## src/rtl/gv_pkg.sv

```systemverilog
// gv_pkg -- shared definitions for the score keeper.
//   Mode encodings driven by the game FSM, the score keeper state enum,
//   and the combo bonus threshold / saturation value.
package gv_pkg;

  localparam logic [2:0] MODE_IDLE   = 3'b000;
  localparam logic [2:0] MODE_PLAY   = 3'b100;
  localparam logic [2:0] MODE_FINISH = 3'b101;

  typedef enum logic [1:0] {
    ST_IDLE = 2'd0,
    ST_RUN  = 2'd1,
    ST_DONE = 2'd2
  } state_t;

  // A hit scores 2 points once combo (before the hit) reaches this value.
  localparam logic [3:0] COMBO_THRESH = 4'd4;
  localparam logic [3:0] COMBO_MAX    = 4'd15;

endpackage

```

## src/rtl/bcd2_addsub.sv

```systemverilog
// bcd2_addsub -- combinational 2-digit BCD saturating add/subtract.
//   bcd_i [7:0] : input value, [7:4] tens, [3:0] units (valid BCD)
//   add_i [1:0] : amount to add (0..2), ignored when sub_i is set
//   sub_i       : subtract 1, floored at 00
//   bcd_o [7:0] : result, clamped to 00..99
module bcd2_addsub (
  input  logic [7:0] bcd_i,
  input  logic [1:0] add_i,
  input  logic       sub_i,
  output logic [7:0] bcd_o
);

  logic [4:0] units_sum;
  logic [3:0] tens_sum;

  always_comb begin
    bcd_o     = bcd_i;
    units_sum = {1'b0, bcd_i[3:0]} + {3'b000, add_i};
    tens_sum  = bcd_i[7:4];
    if (sub_i) begin
      if (bcd_i[3:0] != 4'd0) begin
        bcd_o = {bcd_i[7:4], bcd_i[3:0] - 4'd1};
      end else if (bcd_i[7:4] != 4'd0) begin
        bcd_o = {bcd_i[7:4] - 4'd1, 4'd9};
      end else begin
        bcd_o = 8'h00;
      end
    end else begin
      if (units_sum > 5'd9) begin
        units_sum = units_sum - 5'd10;
        tens_sum  = bcd_i[7:4] + 4'd1;
      end
      // Tens overflowing past 9 means the sum exceeded 99: clamp.
      if (tens_sum > 4'd9) begin
        bcd_o = 8'h99;
      end else begin
        bcd_o = {tens_sum, units_sum[3:0]};
      end
    end
  end

endmodule

```

## src/rtl/score_keeper.sv

```systemverilog
// score_keeper -- rhythm game score / hit / miss / combo counter.
//   clk          : system clock, rising edge
//   rst          : synchronous active-high reset
//   mode  [2:0]  : game mode (IDLE/PLAY/FINISH, other values = IDLE)
//   hit, miss    : one-cycle judgement strobes
//   score [7:0]  : 2-digit BCD score, saturating at 99
//   hits  [7:0]  : 2-digit BCD hit count, saturating at 99
//   misses[7:0]  : 2-digit BCD miss count, saturating at 99
//   combo [3:0]  : consecutive hits, binary, saturating at 15
//   busy         : high while in RUN
// Build option: define SCORE_MISS_PENALTY_EN to make a lone miss subtract
// one point (floored at 00).
//
// state | meaning
// IDLE  | counters held, strobes ignored
// RUN   | counting hits / misses
// DONE  | counters frozen for the high-score stage
module score_keeper
  import gv_pkg::*;
(
  input  logic       clk,
  input  logic       rst,
  input  logic [2:0] mode,
  input  logic       hit,
  input  logic       miss,
  output logic [7:0] score,
  output logic [7:0] hits,
  output logic [7:0] misses,
  output logic [3:0] combo,
  output logic       busy
);

  state_t     state_q, state_d;
  logic [7:0] score_q, score_d;
  logic [7:0] hits_q, hits_d;
  logic [7:0] misses_q, misses_d;
  logic [3:0] combo_q, combo_d;
  logic       busy_q, busy_d;

  logic       is_play, is_finish;
  logic       entering, counting;
  logic [1:0] score_add;
  logic       score_sub;
  logic [7:0] score_nxt, hits_nxt, misses_nxt;

  assign is_play   = (mode == MODE_PLAY);
  assign is_finish = (mode == MODE_FINISH);

  always_comb begin
    state_d = state_q;
    case (state_q)
      ST_IDLE: if (is_play) state_d = ST_RUN;
      ST_RUN: begin
        if (is_finish)     state_d = ST_DONE;
        else if (!is_play) state_d = ST_IDLE;
      end
      ST_DONE: begin
        if (is_play)         state_d = ST_RUN;
        else if (!is_finish) state_d = ST_IDLE;
      end
      default: state_d = ST_IDLE;
    endcase
  end

  // Entry into RUN clears the counters; strobes that cycle are dropped
  // because counting requires the current state to already be RUN.
  assign entering = (state_q != ST_RUN) && (state_d == ST_RUN);
  assign counting = (state_q == ST_RUN);

  // Points only for a lone hit; hit+miss together scores nothing.
  assign score_add = (counting && hit && !miss) ?
                     ((combo_q >= COMBO_THRESH) ? 2'd2 : 2'd1) : 2'd0;

`ifdef SCORE_MISS_PENALTY_EN
  assign score_sub = counting && miss && !hit;
`else
  assign score_sub = 1'b0;
`endif

  bcd2_addsub u_score_as (
    .bcd_i (score_q),
    .add_i (score_add),
    .sub_i (score_sub),
    .bcd_o (score_nxt)
  );

  bcd2_addsub u_hits_as (
    .bcd_i (hits_q),
    .add_i ({1'b0, counting && hit}),
    .sub_i (1'b0),
    .bcd_o (hits_nxt)
  );

  bcd2_addsub u_misses_as (
    .bcd_i (misses_q),
    .add_i ({1'b0, counting && miss}),
    .sub_i (1'b0),
    .bcd_o (misses_nxt)
  );

  always_comb begin
    // Outside RUN every adder sees +0, so *_nxt equals the held value.
    score_d  = score_nxt;
    hits_d   = hits_nxt;
    misses_d = misses_nxt;
    combo_d  = combo_q;
    if (entering) begin
      score_d  = 8'h00;
      hits_d   = 8'h00;
      misses_d = 8'h00;
      combo_d  = 4'd0;
    end else if (counting) begin
      if (miss) begin
        combo_d = 4'd0;
      end else if (hit && (combo_q != COMBO_MAX)) begin
        combo_d = combo_q + 4'd1;
      end
    end
    busy_d = (state_d == ST_RUN);
  end

  always_ff @(posedge clk) begin
    if (rst) begin
      state_q  <= ST_IDLE;
      score_q  <= 8'h00;
      hits_q   <= 8'h00;
      misses_q <= 8'h00;
      combo_q  <= 4'd0;
      busy_q   <= 1'b0;
    end else begin
      state_q  <= state_d;
      score_q  <= score_d;
      hits_q   <= hits_d;
      misses_q <= misses_d;
      combo_q  <= combo_d;
      busy_q   <= busy_d;
    end
  end

  assign score  = score_q;
  assign hits   = hits_q;
  assign misses = misses_q;
  assign combo  = combo_q;
  assign busy   = busy_q;

endmodule

```

## config.mk

```make
export PLATFORM = sky130hd
export DESIGN_NAME = score_keeper
export DESIGN_NICKNAME = d
export VERILOG_FILES = /design/src/rtl/gv_pkg.sv /design/src/rtl/bcd2_addsub.sv /design/src/rtl/score_keeper.sv
export SDC_FILE = /design/constraint.sdc
export NUM_CORES = 1
export LEC_CHECK = 0
export BUFFER_PORTS_ARGS = -buffer_cell sky130_fd_sc_hd__buf_2
export CORE_ASPECT_RATIO = 0.75
export CORE_MARGIN = 3
export CORE_UTILIZATION = 31
export DETAILED_ROUTE_END_ITERATION = 12
export PLACE_DENSITY = 0.56
export SLEW_MARGIN = 20
export SYNTH_ARGS = -nofsm -noshare
export SYNTH_HDL_FRONTEND = slang
export SYNTH_SLANG_ARGS = --single-unit
```

## constraint.sdc

```tcl
create_clock -name clk -period 3.7 [get_ports clk]
set_input_delay 0.185 -clock clk [delete_from_list [all_inputs] [get_ports clk]]
set_output_delay 0.185 -clock clk [all_outputs]
set_load 0.02 [all_outputs]
```

==> metrics, run 1 <==
status finished clean; I/O pin count 36; post-placement worst setup slack 0.216 ns; TritonCTS clock tree done; total die area 0.00716 mm^2; fin crit period 3.38 ns; Via Count 1,615; largest net degree at the start of global routing 23; register area share after synthesis 0.324; slowest CP cell or4b_1; Worst-Margin Slew 0.518 ns; CP required 3.91 ns; fin crit share 0.913; Post-synth top flop dfxtp_1; WS Path Type register to register; Peak supply drop 144 uV; #FFs+latches synth 31; Post-DP Area 0.00216 mm^2; gr ovfl total 0; RSZ-0062 raised after global routing no; Placer Congestion 0.788; Post-CTS Hold Buffers 0; synth warn 0; area leader, netlist dfxtp_1; Die Height 74.0 um; sw frac 0.210; initial cell density of the core 0.325; static leakage 0.00102 uW; Max FO, Critical Path 8; number of flops mapped to enable cells by yosys 0; Initial DRC Count 56; Reg area 621 um^2; num rows 24; Worst EP arrival 3.59 ns; Startpoint Class register; Final Cell Area 0.00233 mm^2; Avg Synthesized Cell Area 9.15 um^2; first-pass GRT wire length 7180 um; clock share of power 0.490; worst hold-check path type input port to register; r2r setup slk 0.32 ns; clk_lat worst skew 0.28 ns; number of global-route vias before repair 1,490; initial antenna violation count 0; Avg WL per Cell 12.9 um; H-Tree Depth 2; worst path cell trace nor2b_2 > nand2_1 > nor4_2 > ha_2 > inv_1 > fa_1 > xor2_2 > ha_1 > a21boi_0 > o31ai_4 > inv_2 > or4b_1 > a21oi_1; post-DP HPWL 3150 um; Logic pwr share 0.038; count leader, synth dfxtp_1; Max Fclk 296 MHz; IO buf count 35; # setup viols final 0; CP Capture Type register; Final nets 275; Die W 96.7 um; mapped cell area 0.00191 mm^2; n_diodes 0; Final Non-Filler Cells 330; max_slew headroom 0.655; Mapped Nets 233; Async S/R FF share, synth 0; Final WS setup 0.321 ns; DRT antenna net count 0; 1st-pass router iterations 4; Distinct cells, synth 56; share of post-route cells with drive strength above 1 0.266; Multi-input gate area 0.00125 mm^2; Hold Slack 0.123 ns; Clock Sink Count 31; Post-Syn Instances 209; crit-path max cell delay 0.47 ns; vias per cell 4.89; Max Cap Viol 0; Total Wirelength 4240 um; Hold Vio Cnt, Final 0; drt drc 0; area of the core 0.00589 mm^2; Root Buffer clkbuf_8; sequential share of power 0.473; Synth top area share 0.324; Inst Count DP 319; Bufs on Longest Clock Path 2; ranking of synthesized cells by area dfxtp_1, ha_1, xor2_1; pwr/cell area 305 mW/mm^2; setup TNS 0 ns; Power Internal 561 uW; Post-synth top cells dfxtp_1, nor2_1, ha_1; TritonCTS buffer count 5; Area growth, synth to finish 21.7%; Layout Skew 0.00404 ns; Fill cells 624; Slew Limit Fails 0; Switch Pwr 149 uW; total track usage 0.124; Clock Pin Slew Worst Setup and Hold Paths 0.06 ns
final timing paths:
kind / endpoint / from / cells after the start
worst min register to register: combo[1] / combo[1] / 2
worst max-delay path: score[6] / state_q[0] / 13
worst max register to register: score[6] / state_q[0] / 13
worst min-delay path: state_q[0] / mode[0] / 2
power groups by stage:
stage               logic (uW)  registers [uW]  clock network, uW
floorplan                 16.9             345                  0
global route              30.6             336                375
finish                    26.8             336                348
CTS                       27.1             336                361
global placement          27.1             343                  0
detailed placement        27.0             344                  0
stage by stage:
step | total power [uW] | utilization
after floorplan | 362 | -
after global placement | 371 | 0.368
after detailed placement | 371 | 0.368
after CTS | 724 | 0.388
after global routing | 741 | 0.396
final | 711 | 0.396
cell usage in the layout, fill, tap and decap left out, drive strengths merged, types with 2 or more instances in the layout:
cell type / count
a2111oi: 2
a211o: 4
a211oi: 2
a21boi: 3
a21o: 3
a21oi: 10
a31oi: 4
and3: 5
buf: 38
clkbuf: 6
dfxtp: 31
ha: 16
inv: 11
mux2i: 3
nand2: 11
nand2b: 2
nand3: 10
nand3b: 2
nor2: 19
nor2b: 4
nor3: 8
nor3b: 3
nor4: 2
o21ai: 7
o21bai: 3
o22ai: 3
o31ai: 2
or3: 2
xnor2: 9
xor2: 10
state kept, by name (all words and copies together), names as in the netlist:
signal,count
hits,8
misses,8
combo,4
busy,1
state_q,2
score,8
worst max-delay path: cells and delay by family (launching register included):
family / cells / cell delay (ns)
compound gates: 3 / 0.74
fa+ha+maj: 3 / 0.89
flops: 1 / 0.38
simple gates: 4 / 1.00
buf+inv: 2 / 0.11
xor+xnor: 1 / 0.19
layout make-up:
type                    instances  area share
clock buffers                   6      0.0355
clock inverters                 2      0.0150
inverters                      11      0.0177
multi-input cells             164       0.538
flip-flops and latches         31       0.267
well taps                      78      0.0419
repair buffers                 38      0.0849
what timing repair did:
item / 4_1_cts / 5_1_grt
endpoints found under the setup margin: 0 / 11
buffers inserted: 0 / 3
resized for setup: 0 / 5
cell families (layout without fill, tap and decap cells):
family	after synthesis	count (layout)	synth area share
AOI/OAI and AO/OA	51	51	0.209
xor gates and xnor gates	19	19	0.0870
adders and majority gates	17	17	0.115
buffers and inverters	14	57	0.0327
DFF	31	31	0.324
muxes	3	3	0.0157
and+or+nand+nor	74	74	0.216
routing by layer:
layer | routed length [um] | share of wire | vias to the layer above | GRT usage
li1 | - | - | 845 | -
met1 | 2270 | 0.53 | 738 | 0.170
met2 | 1730 | 0.41 | 27 | 0.182
met3 | 198 | 0.047 | 5 | 0.0422
met4 | 45 | 0.011 | 0 | 0.0467
met5 | 0 | 0 | - | 0
Note: power is estimated with default switching activity, not from simulation.
==> run 2: changes to the inputs <==
--- a/config.mk
+++ b/config.mk
@@ -10,7 +10,7 @@
 export CORE_MARGIN = 3
 export CORE_UTILIZATION = 31
 export DETAILED_ROUTE_END_ITERATION = 12
-export PLACE_DENSITY = 0.56
+export PLACE_DENSITY = 0.59
 export SLEW_MARGIN = 20
 export SYNTH_ARGS = -nofsm -noshare
 export SYNTH_HDL_FRONTEND = slang
==> run 2 against run 1 <==
  * Routed wire length shrank 7.5%
  * Register-to-register slack is essentially flat
  * Clock-buffer cell count is the same
  * Final cell count shrank 0.91%
  * Critical path depth is the same
  * Via count shrank 1.9%
  * Hold slack gained 0.010 ns
  * Worst setup slack lost 0.012 ns
  * Final area shrank 2.7%
  * Combinational power shrank 2%
  * Die area is the same
  * Total power shrank 16%
  * Largest cell class unchanged
==> metrics, run 2 (synthesized netlist as in run 1, its figures left out) <==
WHS Path Cells 2 (unchanged); total track usage 0.109 (was 0.124); Finished Core Util 0.385 (was 0.396); Placer Congestion 0.789 (was 0.788); IO buf count 35 (unchanged); Fill cells 620 (was 624); max_slew headroom 0.655 (about the same); Initial DRC Count 39 (was 56); post-DP HPWL 3010 um (was 3150 um); Clock Sink Count 31 (unchanged); fin crit period 3.39 ns (was 3.38 ns); Slew Limit Fails 0 (unchanged); Logic pwr share 0.044 (was 0.038); WS Path Type register to register (unchanged); total die area 0.00716 mm^2 (unchanged); TritonCTS clock tree done (unchanged); pwr/cell area 265 mW/mm^2 (was 305 mW/mm^2); Root Buffer clkbuf_8 (unchanged); share of post-route cells with drive strength above 1 0.245 (was 0.266); CP required 3.91 ns (about the same); CP most frequent cell ha_1; worst hold-check path type input port to register (unchanged); Bufs on Longest Clock Path 2 (unchanged); largest net degree at the start of global routing 23 (unchanged); Clock Pin Slew Worst Setup and Hold Paths 0.06 ns (about the same); Die W 96.7 um (unchanged); Via Count 1,585 (was 1,615); initial antenna violation count 0 (unchanged); clock share of power 0.396 (was 0.490); Max FO, Critical Path 7 (was 8); hold_sp mode[0] (unchanged); CP Capture Type register (unchanged); status finished clean (unchanged); worst r2r path cells 13 (unchanged); Max Cap Viol 0 (unchanged); first-pass GRT wire length 6440 um (was 7180 um); H-Tree Depth 2 (unchanged); Die Height 74.0 um (unchanged); worst path cell trace nor2b_2 > nand2_1 > nor4_1 > ha_1 > inv_1 > fa_1 > xor2_2 > ha_1 > a21boi_0 > o31ai_4 > inv_2 > or4b_1 > a21oi_1 (was nor2b_2 > nand2_1 > nor4_2 > ha_2 > inv_1 > fa_1 > xor2_2 > ha_1 > a21boi_0 > o31ai_4 > inv_2 > or4b_1 > a21oi_1); Max Fclk 295 MHz (was 296 MHz); 1st-pass router iterations 4 (unchanged); r2r setup slk 0.31 ns (was 0.32 ns); sw frac 0.219 (was 0.210); # setup viols final 0 (unchanged); r2r endpoint score[6] (unchanged); sequential share of power 0.560 (was 0.473); initial cell density of the core 0.325 (unchanged); Layout Skew 0.00537 ns (was 0.00404 ns); number of global-route vias before repair 1,437 (was 1,490); Avg WL per Cell 12.0 um (was 12.9 um); crit-path max cell delay 0.47 ns (about the same); fin crit share 0.917 (was 0.913); Hold Vio Cnt, Final 0 (unchanged); I/O pin count 36 (unchanged); TritonCTS buffer count 5 (unchanged); slowest CP cell or4b_1 (unchanged); Worst EP arrival 3.60 ns (was 3.59 ns); most frequent cells in the layout buf_2, dfxtp_1, nor2_1, ha_1, nand2_1 (unchanged); Final WS setup 0.309 ns (was 0.321 ns); num rows 24 (unchanged); gr ovfl total 0 (unchanged); Peak supply drop 132 uV (was 144 uV); drt drc 0 (unchanged); area of the core 0.00589 mm^2 (unchanged); setup TNS 0 ns (unchanged); Switch Pwr 132 uW (was 149 uW); Critical path buffers and inverters 2 (unchanged); Final nets 274 (was 275); Final Cell Area 0.00227 mm^2 (was 0.00233 mm^2); Total Wirelength 3920 um (was 4240 um); commonest non-fill, non-tap cell in the layout buf_2 (unchanged); static leakage 0.000991 uW (was 0.00102 uW); Hold Path End state_q[0] (unchanged); post-placement worst setup slack 0.180 ns (was 0.216 ns); Area growth, synth to finish 18.4% (was 21.7%); Power Internal 469 uW (was 561 uW); Worst-Margin Slew 0.518 ns (about the same); vias per cell 4.85 (was 4.89); FF-to-FF Start state_q[0] (unchanged); Startpoint Class register (unchanged); DRT antenna net count 0 (unchanged); family with the most delay on the worst path simple AND/OR/NAND/NOR gates (unchanged); clk_lat worst skew 0.27 ns (was 0.28 ns); n_diodes 0 (unchanged); RSZ-0062 raised after global routing no (unchanged); Post-DP Area 0.00216 mm^2 (unchanged)
==> run 2: how the worst max path moves through the flow <==
stage	start	to	slack [ns]	depth (start not counted)
floorplan	state_q[0]	score[6]	0.58	13
global placement	state_q[0]	score[6]	0.30	13
detailed placement	state_q[0]	score[6]	0.18	13
CTS	state_q[0]	score[6]	0.17	13
global route	state_q[0]	score[6]	0.02	13
finish	state_q[0]	score[6]	0.31	13
==> run 2: power groups by stage <==
stage,sequential [uW],clock [uW],combinational (uW)
final,336,238,26.2
after global routing,336,262,29.2
after CTS,336,252,26.7
after detailed placement,344,0,26.5
after global placement,343,0,26.9
after floorplan,345,0,16.9
==> run 2: per-stage QoR <==
stage                     hold slack (ns)  power, uW  instances
after floorplan                     0.264        362        209
after global placement              0.416        370        319
after detailed placement            0.416        370        319
after CTS                           0.121        614        325
after global routing                0.132        627        327
final                               0.133        600        327
==> run 2: layout make-up <==
| class | count | area [um^2] | area share |
|---|---|---|---|
| sequential | 31 | 621 | 0.274 |
| inverter | 11 | 41.3 | 0.0182 |
| timing repair buffer | 37 | 190 | 0.0839 |
| clock buffer | 6 | 72.6 | 0.0320 |
| tap | 78 | 97.6 | 0.0431 |
| multi-input combinational | 164 | 1240 | 0.549 |
==> run 2: metal layers <==
layer / GRT usage / up-vias / share of wire
met2: 0.167 / 26 / 0.39
met1: 0.144 / 712 / 0.55
met5: 0 / - / 0
met4: 0.0389 / 0 / 0.0082
li1: - / 843 / -
met3: 0.0366 / 4 / 0.048
==> run 2: what timing repair did <==
item | CTS | global route
hold buffers | 0 | 0
gates resized for setup | 0 | 3
setup endpoints to repair | 0 | 9
endpoints found under the hold margin | 0 | 0
setup buffers | 0 | 2
